--- src/rtl/prog_loader_if.sv ---
// Host byte stream (valid/ready) plus PM write port of the program loader.
// slave = loader side, master = host / memory side.
interface prog_loader_if #(
  parameter int ADDR_WIDTH = 8,
  parameter int DATA_WIDTH = 24
);
  logic [7:0]            in_data;
  logic                  in_valid;
  logic                  in_ready;
  logic [ADDR_WIDTH-1:0] pm_addr;
  logic [DATA_WIDTH-1:0] pm_wdata;
  logic                  pm_we;

  modport slave (
    input  in_data, in_valid,
    output in_ready, pm_addr, pm_wdata, pm_we
  );

  modport master (
    output in_data, in_valid,
    input  in_ready, pm_addr, pm_wdata, pm_we
  );
endinterface

--- src/rtl/prog_loader.sv ---
// Loads a length-prefixed little-endian 24-bit word stream into program memory and
// holds the CPU until a clean load. Define LOADER_CHECKSUM_EN to add a trailing checksum byte.
module prog_loader #(
  parameter int DATA_WIDTH = 24,
  parameter int ADDR_WIDTH = 8
) (
  input  logic         clk,
  input  logic         rst,
  input  logic         start,
  prog_loader_if.slave bus,
  output logic         busy,
  output logic         done,
  output logic         err,
  output logic         cpu_run
);

  typedef enum logic [2:0] {
    S_IDLE, S_LEN_LO, S_LEN_HI, S_B0, S_B1, S_B2, S_CSUM, S_DONE
  } state_t;

  state_t                state_reg;
  logic [15:0]           len_reg;
  logic [15:0]           idx_reg;
  logic [7:0]            b0_reg;
  logic [7:0]            b1_reg;
  logic                  ovf_reg;
  logic [ADDR_WIDTH-1:0] pm_addr_reg;
  logic [DATA_WIDTH-1:0] pm_wdata_reg;
  logic                  pm_we_reg;
  logic                  done_reg;
  logic                  err_reg;
  logic                  cpu_run_reg;
  logic                  in_ready_int;
  logic                  hs;
  logic                  word_ovf;
  logic                  last_word;
`ifdef LOADER_CHECKSUM_EN
  logic [7:0]            csum_reg;
  logic [7:0]            csum_total;
`endif

  assign in_ready_int = (state_reg == S_LEN_LO) || (state_reg == S_LEN_HI) ||
                        (state_reg == S_B0) || (state_reg == S_B1) ||
                        (state_reg == S_B2) || (state_reg == S_CSUM);
  assign busy         = (state_reg != S_IDLE) && (state_reg != S_DONE);
  assign hs           = bus.in_valid & in_ready_int;

  // Any index bit above the address range means the word has no PM slot; it is dropped,
  // so the address never wraps onto already-written low words.
  assign word_ovf  = (idx_reg >> ADDR_WIDTH) != 16'd0;
  assign last_word = (idx_reg + 16'd1) == len_reg;

`ifdef LOADER_CHECKSUM_EN
  assign csum_total = csum_reg + bus.in_data;
`endif

  always_ff @(posedge clk or negedge rst) begin
    if (!rst) begin
      state_reg    <= S_IDLE;
      len_reg      <= '0;
      idx_reg      <= '0;
      b0_reg       <= '0;
      b1_reg       <= '0;
      ovf_reg      <= 1'b0;
      pm_addr_reg  <= '0;
      pm_wdata_reg <= '0;
      pm_we_reg    <= 1'b0;
      done_reg     <= 1'b0;
      err_reg      <= 1'b0;
      cpu_run_reg  <= 1'b0;
`ifdef LOADER_CHECKSUM_EN
      csum_reg     <= '0;
`endif
    end else begin
      pm_we_reg <= 1'b0;
      case (state_reg)
        S_IDLE, S_DONE: begin
          if (start) begin
            state_reg   <= S_LEN_LO;
            done_reg    <= 1'b0;
            err_reg     <= 1'b0;
            cpu_run_reg <= 1'b0;
            idx_reg     <= '0;
            ovf_reg     <= 1'b0;
`ifdef LOADER_CHECKSUM_EN
            csum_reg    <= '0;
`endif
          end
        end
        S_LEN_LO: begin
          if (hs) begin
            len_reg[7:0] <= bus.in_data;
            state_reg    <= S_LEN_HI;
          end
        end
        S_LEN_HI: begin
          if (hs) begin
            len_reg[15:8] <= bus.in_data;
            if ({bus.in_data, len_reg[7:0]} == 16'd0) begin
`ifdef LOADER_CHECKSUM_EN
              state_reg   <= S_CSUM;
`else
              state_reg   <= S_DONE;
              done_reg    <= 1'b1;
              err_reg     <= ovf_reg;
              cpu_run_reg <= ~ovf_reg;
`endif
            end else begin
              state_reg <= S_B0;
            end
          end
        end
        S_B0: begin
          if (hs) begin
            b0_reg    <= bus.in_data;
            state_reg <= S_B1;
          end
        end
        S_B1: begin
          if (hs) begin
            b1_reg    <= bus.in_data;
            state_reg <= S_B2;
          end
        end
        S_B2: begin
          if (hs) begin
            idx_reg <= idx_reg + 16'd1;
            if (!word_ovf) begin
              pm_addr_reg  <= idx_reg[ADDR_WIDTH-1:0];
              pm_wdata_reg <= {bus.in_data, b1_reg, b0_reg};
              pm_we_reg    <= 1'b1;
            end else begin
              ovf_reg <= 1'b1;
            end
            if (last_word) begin
`ifdef LOADER_CHECKSUM_EN
              state_reg   <= S_CSUM;
`else
              state_reg   <= S_DONE;
              done_reg    <= 1'b1;
              err_reg     <= ovf_reg | word_ovf;
              cpu_run_reg <= ~(ovf_reg | word_ovf);
`endif
            end else begin
              state_reg <= S_B0;
            end
          end
        end
        S_CSUM: begin
`ifdef LOADER_CHECKSUM_EN
          // Sum of every byte including the check byte must come to zero mod 256.
          if (hs) begin
            state_reg   <= S_DONE;
            done_reg    <= 1'b1;
            err_reg     <= ovf_reg | (csum_total != 8'd0);
            cpu_run_reg <= ~(ovf_reg | (csum_total != 8'd0));
          end
`else
          state_reg <= S_IDLE;
`endif
        end
        default: state_reg <= S_IDLE;
      endcase
`ifdef LOADER_CHECKSUM_EN
      if (hs && (state_reg != S_CSUM))
        csum_reg <= csum_total;
`endif
    end
  end

  assign bus.in_ready = in_ready_int;
  assign bus.pm_addr  = pm_addr_reg;
  assign bus.pm_wdata = pm_wdata_reg;
  assign bus.pm_we    = pm_we_reg;
  assign done         = done_reg;
  assign err          = err_reg;
  assign cpu_run      = cpu_run_reg;

endmodule

--- src/flat_wrapper.sv ---
// flat-port wrapper written by rule: the top's interface ports become plain ports
module prog_loader_flat 
#(
  parameter int DATA_WIDTH = 24,
  parameter int ADDR_WIDTH = 8
)
  (clk, rst, start, busy, done, err, cpu_run, bus_in_data, bus_in_valid, bus_in_ready, bus_pm_addr, bus_pm_wdata, bus_pm_we);
  prog_loader_if #(.ADDR_WIDTH(ADDR_WIDTH), .DATA_WIDTH(DATA_WIDTH)) bus_i ();
  input  logic clk;
  input  logic rst;
  input  logic start;
  output logic busy;
  output logic done;
  output logic err;
  output logic cpu_run;
  input wire logic [$bits(bus_i.in_data)-1:0] bus_in_data;
  input wire logic [$bits(bus_i.in_valid)-1:0] bus_in_valid;
  output wire logic [$bits(bus_i.in_ready)-1:0] bus_in_ready;
  output wire logic [$bits(bus_i.pm_addr)-1:0] bus_pm_addr;
  output wire logic [$bits(bus_i.pm_wdata)-1:0] bus_pm_wdata;
  output wire logic [$bits(bus_i.pm_we)-1:0] bus_pm_we;
  assign bus_i.in_data = bus_in_data;
  assign bus_i.in_valid = bus_in_valid;
  assign bus_in_ready = bus_i.in_ready;
  assign bus_pm_addr = bus_i.pm_addr;
  assign bus_pm_wdata = bus_i.pm_wdata;
  assign bus_pm_we = bus_i.pm_we;
  prog_loader #(.DATA_WIDTH(DATA_WIDTH), .ADDR_WIDTH(ADDR_WIDTH)) u_core (.clk(clk), .rst(rst), .start(start), .bus(bus_i), .busy(busy), .done(done), .err(err), .cpu_run(cpu_run));
endmodule
--- config.mk ---
export PLATFORM = sky130hd
export DESIGN_NAME = prog_loader_flat
export DESIGN_NICKNAME = d
export VERILOG_FILES = /design/src/rtl/prog_loader_if.sv /design/src/rtl/prog_loader.sv /design/src/flat_wrapper.sv
export SDC_FILE = /design/constraint.sdc
export NUM_CORES = 1
export LEC_CHECK = 0
export CORE_MARGIN = 8
export CORE_UTILIZATION = 63
export DETAILED_ROUTE_END_ITERATION = 10
export DONT_BUFFER_PORTS = 1
export GPL_ROUTABILITY_DRIVEN = 0
export PLACE_DENSITY = 0.87
export SETUP_SLACK_MARGIN = 0.3
export SYNTH_ARGS = -nofsm -noshare
export SYNTH_HDL_FRONTEND = slang
export SYNTH_SLANG_ARGS = --single-unit
--- constraint.sdc ---
create_clock -name clk -period 2.5 [get_ports clk]
set_input_delay 0.25 -clock clk [delete_from_list [all_inputs] [get_ports clk]]
set_output_delay 0.25 -clock clk [all_outputs]
set_load 0.01 [all_outputs]
==> results.cfg, run 1 <==
[critical_path]
critical_path_class = reg -> reg
critPathArrivalTime_ns = 2.68
cp_cell_sequence = nand4_4 -> nor4_4 -> xnor2_1 -> nor4_2 -> nand4_1 -> a21oi_2 -> mux2_1
cp_max_fo = 8
start_kind = flop
path_buf_inv = 0
required_ns = 2.75
cp_top_family = simple AND/OR/NAND/NOR gates
cp-end-kind = flop
worst_path_max_delay_cell = dfrtp_2
max_stage_delay_ns = 0.48

[sta]
drv_slew = 0
holdWs_ns = -0.427
worstMarginPinSlew_ns = 0.600
fmax_ghz = 0.412
fin_crit_ns = 2.43
rsz0062_at_grt = yes
tns_ns = 0
skew_ns = 0.0108
slew_headroom = 0.598
period_share = 0.971
setup_viol = 0
hold_violations = 88

[route]
num_vias = 3191
drtIter0Drc = 404
drtPass1Iterations = 4
routed_wl_um = 10500
avgViaCountPerCell = 6.63
drc_errors = 0
ant_nets = 0
wire_per_inst_um = 21.7

[synthesis]
ys_warn_count = 0
ys_seq_elements = 88
syn_avg_cell_area_um2 = 10.8
synth_cell_types = 47
yosys.area.top_type = dfrtp_1
synth_area_leaders = dfrtp_1 53%, mux2_2 13%, nand2_1 5.9%
synth-edff-count = 0
syn_nets = 402
synthTopCellsByCount = 88 x dfrtp_1, 66 x nand2_1, 47 x mux2_2, 35 x o21ai_0, 20 x nor2_1
synth-main-ff-cell = dfrtp_1
synth_top_area_share = 0.526
yosysSeqAreaShare = 0.526
synthCells = 389
syn_area_um2 = 4190
ys_async_sr_fraction = 1.00
synth_most_common_cell = dfrtp_1

[die]
num_io_pins = 50
core.rowCount = 29
die_w_um = 97.5
die_height_um = 97.5
core_um2 = 6390
dieArea_um2 = 9510
start_util = 0.656

[grt]
grt_max_degree = 89
gr-total-overflow = 0
grt_pass1_vias = 3192
antenna_found_initial = 0
grt_first_pass_wirelength_um = 16600
grt_use_total = 0.215

[clock_tree]
cts.sinks = 88
clock_tree.buffer_depth = 2
ctsHoldBuffers = 2
path_clk_slew_ns = 0.09
cts_buffers = 9
clk_latency_ns = 0.36
cts-root-buf = clkbuf_8
h-tree-depth = 3
cts_tree = yes

[worst_hold_path]
hold_class = in -> async

[final_layout]
insertedDiodeCount = 0
seq_area_um2 = 2210
syn_to_final_growth_pct = 11.2
nNetsFinal = 412
nFillCells = 396
multi_input_area_um2 = 1950
largest_reg_flops = 24
drive_above_1_share = 0.275

[placement]
io_buffers = 0
hpwl_um = 6560

[pwr]
peakVddDrop_uv = 922
p_per_area_nw_per_um2 = 1080
power_leakage_nw = 2.08

[run_status]
run_status = finished with violations
violations = hold timing

[job]
cap_violations = 0
[final cells by class]
class | instances | share of cell area
clock buffer | 11 | 0.0325
clock inverter | 5 | 0.0134
inverter | 8 | 0.00645
tap | 77 | 0.0207
sequential | 88 | 0.475
timing repair buffer | 18 | 0.0336
multi-input combinational | 274 | 0.418
[stage by stage]
stage,utilization,power [mW],instance area [µm²],setup slack (ns),instances
floorplan,-,3.46,4200,0.309,389
global placement,0.675,3.77,4310,0.140,459
detailed placement,0.675,3.86,4310,0.0629,459
CTS,0.721,4.97,4600,0.227,478
global route,0.729,5.28,4660,0.0291,481
finish,0.729,5.05,4660,0.0731,481
[worst reg2reg max path, delay by kind of cell, from the launching register on]
family           cells  cell delay (ns)
AND/OR/NAND/NOR      4             1.08
multiplexers         1             0.34
AO/OA/AOI/OAI        1             0.27
flip-flops           1             0.48
XOR/XNOR             1             0.13
[what timing repair did]
item | 4_1_cts | 5_1_grt
hold endpoints to repair | 90 | 88
setup endpoints to repair | 2 | 18
gates resized for setup | 14 | 5
pin swaps | 2 | 2
buffers inserted | 1 | 3
[final timing paths]
check,end,slack (ns),start,cells past startpoint
worst min register to register,u_core.bus.pm_wdata[4],0.48,u_core.b0_reg[4],2
max in group asynchronous,u_core.idx_reg[6],2.76,rst,0
worst min-delay path,u_core.idx_reg[12],-0.43,rst,0
worst max register to register,u_core.err,0.07,u_core.idx_reg[7],7
min in group clk,u_core.b1_reg[5],0.03,bus_in_data[5],1
worst max-delay path,u_core.err,0.07,u_core.idx_reg[7],7
[kinds of logic (layout without fill, tap and decap cells)]
kind of cell,after synthesis,count (layout),synth area share
adders and majority gates,1,1,0.00299
xor gates and xnor gates,20,20,0.0451
AOI/OAI and AO/OA,65,65,0.0926
and+or+nand+nor,138,138,0.172
buffers and inverters,27,42,0.0275
DFF,88,88,0.526
muxes,50,50,0.134
[layer usage]
layer | vias to the layer above | GRT usage | wire, µm
li1 | 1384 | - | -
met1 | 1584 | 0.246 | 3980
met2 | 185 | 0.354 | 5090
met3 | 38 | 0.0612 | 1010
met4 | 0 | 0.121 | 377
met5 | - | 0 | 0
[placed cells by master (no fill, tap or decap), drive strengths merged, types with 3 or more instances in the layout]
cell    count
nor2b       3
and2        3
nand2      67
xnor2      12
o21ai      35
nand4       8
a21oi       8
nor4        7
xor2        7
a31oi       4
buf        16
o21a        3
inv         9
clkbuf     11
and3        4
dfrtp      88
or4         3
mux2       49
nor2       20
nor3        7
o31ai       7
nand3      11
[power by group]
group          internal (mW)  total, mW  leakage, nW  switching [mW]
Clock                  0.524       1.05        0.103           0.528
Combinational          0.748       1.49        0.872           0.742
Sequential              1.94       2.51         1.11           0.568
Total                   3.21       5.05         2.08            1.84
No activity file was read; power rests on OpenSTA's default activity.
==> run 2: changes to the inputs <==
CORE_UTILIZATION = 65   (was 63)
CTS_BUF_LIST = sky130_fd_sc_hd__clkbuf_4   (was unset)
PLACE_DENSITY = 0.89   (was 0.87)
==> run 2 against run 1 <==
  * The run ends with setup timing left
  * Sequential share of layout area down 2.6 points
  * Maximum frequency decreased by 4.0%
  * Sequential power hardly changed
  * Design area grew 6.0%
  * Hold slack better by 0.52 ns
  * Via count is 9.8% higher
  * Count of clock-buffer cells in the layout decreased by 1
  * Sequential cell count stayed put
  * Critical endpoint unchanged
  * Largest cell class unchanged
==> results.cfg, run 2 (synthesized netlist as in run 1, its figures left out) <==
[sta]
rsz0062_at_grt = yes
fin_crit_ns = 2.53
tns_ns = -0.0509
hold_violations = 0
slew_headroom = 0.583
fmax_ghz = 0.396
skew_ns = 0.0220
setup_viol = 2
holdWs_ns = 0.0951
period_share = 1.01
worstMarginPinSlew_ns = 0.622
drv_slew = 0
layout_setup_ws_ns = -0.0272

[critical_path]
critical_path_class = reg -> reg
worst_path_max_delay_cell = dfrtp_1
start_kind = flop
cp_max_fo = 6
critPathArrivalTime_ns = 2.88
crit_top_cell = nand4_1
max_stage_delay_ns = 0.48
cp_cell_sequence = nand4_1 -> nor4_4 -> xnor2_1 -> nor4_2 -> nand4_1 -> a21oi_2 -> mux2_4
r2r_setup_slack_ns = -0.03
required_ns = 2.85
cp-end-kind = flop

[final_layout]
drive_above_1_share = 0.347
final_common_cell = dfrtp_1
insertedDiodeCount = 0
final_util = 0.786
nNetsFinal = 443
final_cells = 512
syn_to_final_growth_pct = 17.8
stdcell_area_um2 = 4930
largest_reg_flops = 24
layout_common_cells = 77 x dfrtp_1, 66 x nand2_1, 46 x mux2_2

[pwr]
peakVddDrop_uv = 947
clkPwrFrac = 0.152
comb_power_share = 0.340
sw_frac_of_total = 0.404
intPower_mw = 2.97
p_per_area_nw_per_um2 = 1010
pwr-share-seq = 0.509
fin_total_pwr_mw = 4.99
switchingPower_mw = 2.01
power_leakage_nw = 2.21

[job]
cap_violations = 0

[die]
num_io_pins = 50
start_util = 0.667
die_w_um = 96.3
core.rowCount = 29
dieArea_um2 = 9270
core_um2 = 6280
die_height_um = 96.3

[clock_tree]
h-tree-depth = 3
cts_buffers = 9
cts-root-buf = clkbuf_4
cts_tree = yes
cts.sinks = 88
path_clk_slew_ns = 0.14
clock_tree.buffer_depth = 2
clk_latency_ns = 0.45

[route]
ant_nets = 0
drtIter0Drc = 574
routed_wl_um = 12400
avgViaCountPerCell = 6.85
wire_per_inst_um = 24.2
num_vias = 3505
drc_errors = 0
drtPass1Iterations = 6

[placement]
placed_cell_area_um2 = 4310
dpl_worst_slack_ns = 0.00326
dp_cells = 458
io_buffers = 0
hpwl_um = 6830

[grt]
gr-total-overflow = 0
antenna_found_initial = 0
grt_max_degree = 89
grt_first_pass_wirelength_um = 18100
grt_use_total = 0.259
grt_pass1_vias = 3336

[run_status]
run_status = finished with violations
violations = setup timing

[worst_hold_path]
hold_class = in -> reg
## run 2: path summary, 6_finish.rpt
path / start / end / cells past startpoint
worst max register to register: u_core.idx_reg[13] / u_core.err / 7
worst min register to register: u_core.b0_reg[5] / u_core.bus.pm_wdata[5] / 2
worst min-delay path: bus_in_valid / u_core.state_reg[1] / 2
worst max-delay path: u_core.idx_reg[13] / u_core.err / 7
min in group asynchronous: rst / u_core.bus.pm_addr[2] / 2
max in group asynchronous: rst / u_core.idx_reg[0] / 2
## run 2: timing repair
action | in CTS | in global routing
endpoints found under the setup margin | 17 | 6
hold buffers | 9 | 2
buffers inserted | 12 | 15
endpoints found under the hold margin | 129 | 88
resized for setup | 26 | 17
pin swaps | 11 | 7
## run 2: power groups by stage
stage,sequential (mW),combinational (mW),clock [mW]
floorplan,2.33,1.13,0
global placement,2.47,1.29,0
detailed placement,2.51,1.37,0
CTS,2.50,1.47,0.738
global route,2.59,1.80,0.808
finish,2.54,1.69,0.756
## run 2: layout make-up
cell class / instances / area, µm²
Sequential cell: 88 / 2220
Fill cell: 314 / 1340
Timing Repair Buffer: 49 / 437
Multi-Input combinational cell: 274 / 2030
Clock buffer: 10 / 75.1
Tap cell: 77 / 96.3
Inverter: 8 / 30.0
Clock inverter: 6 / 50.0
## run 2: worst max-delay path, delay by kind of cell, from the launching register on
family                    cells  cell delay [ns]
muxes                         1             0.32
xor gates and xnor gates      1             0.14
AOI/OAI and AO/OA             1             0.29
and+or+nand+nor               4             1.22
DFF                           1             0.48
## run 2: routing by layer
layer / part of all wire / wire length, µm / track usage
met5: 0 / 0 / 0
met4: 0.052 / 646 / 0.0935
met3: 0.12 / 1430 / 0.0874
met2: 0.49 / 6070 / 0.432
met1: 0.34 / 4250 / 0.303
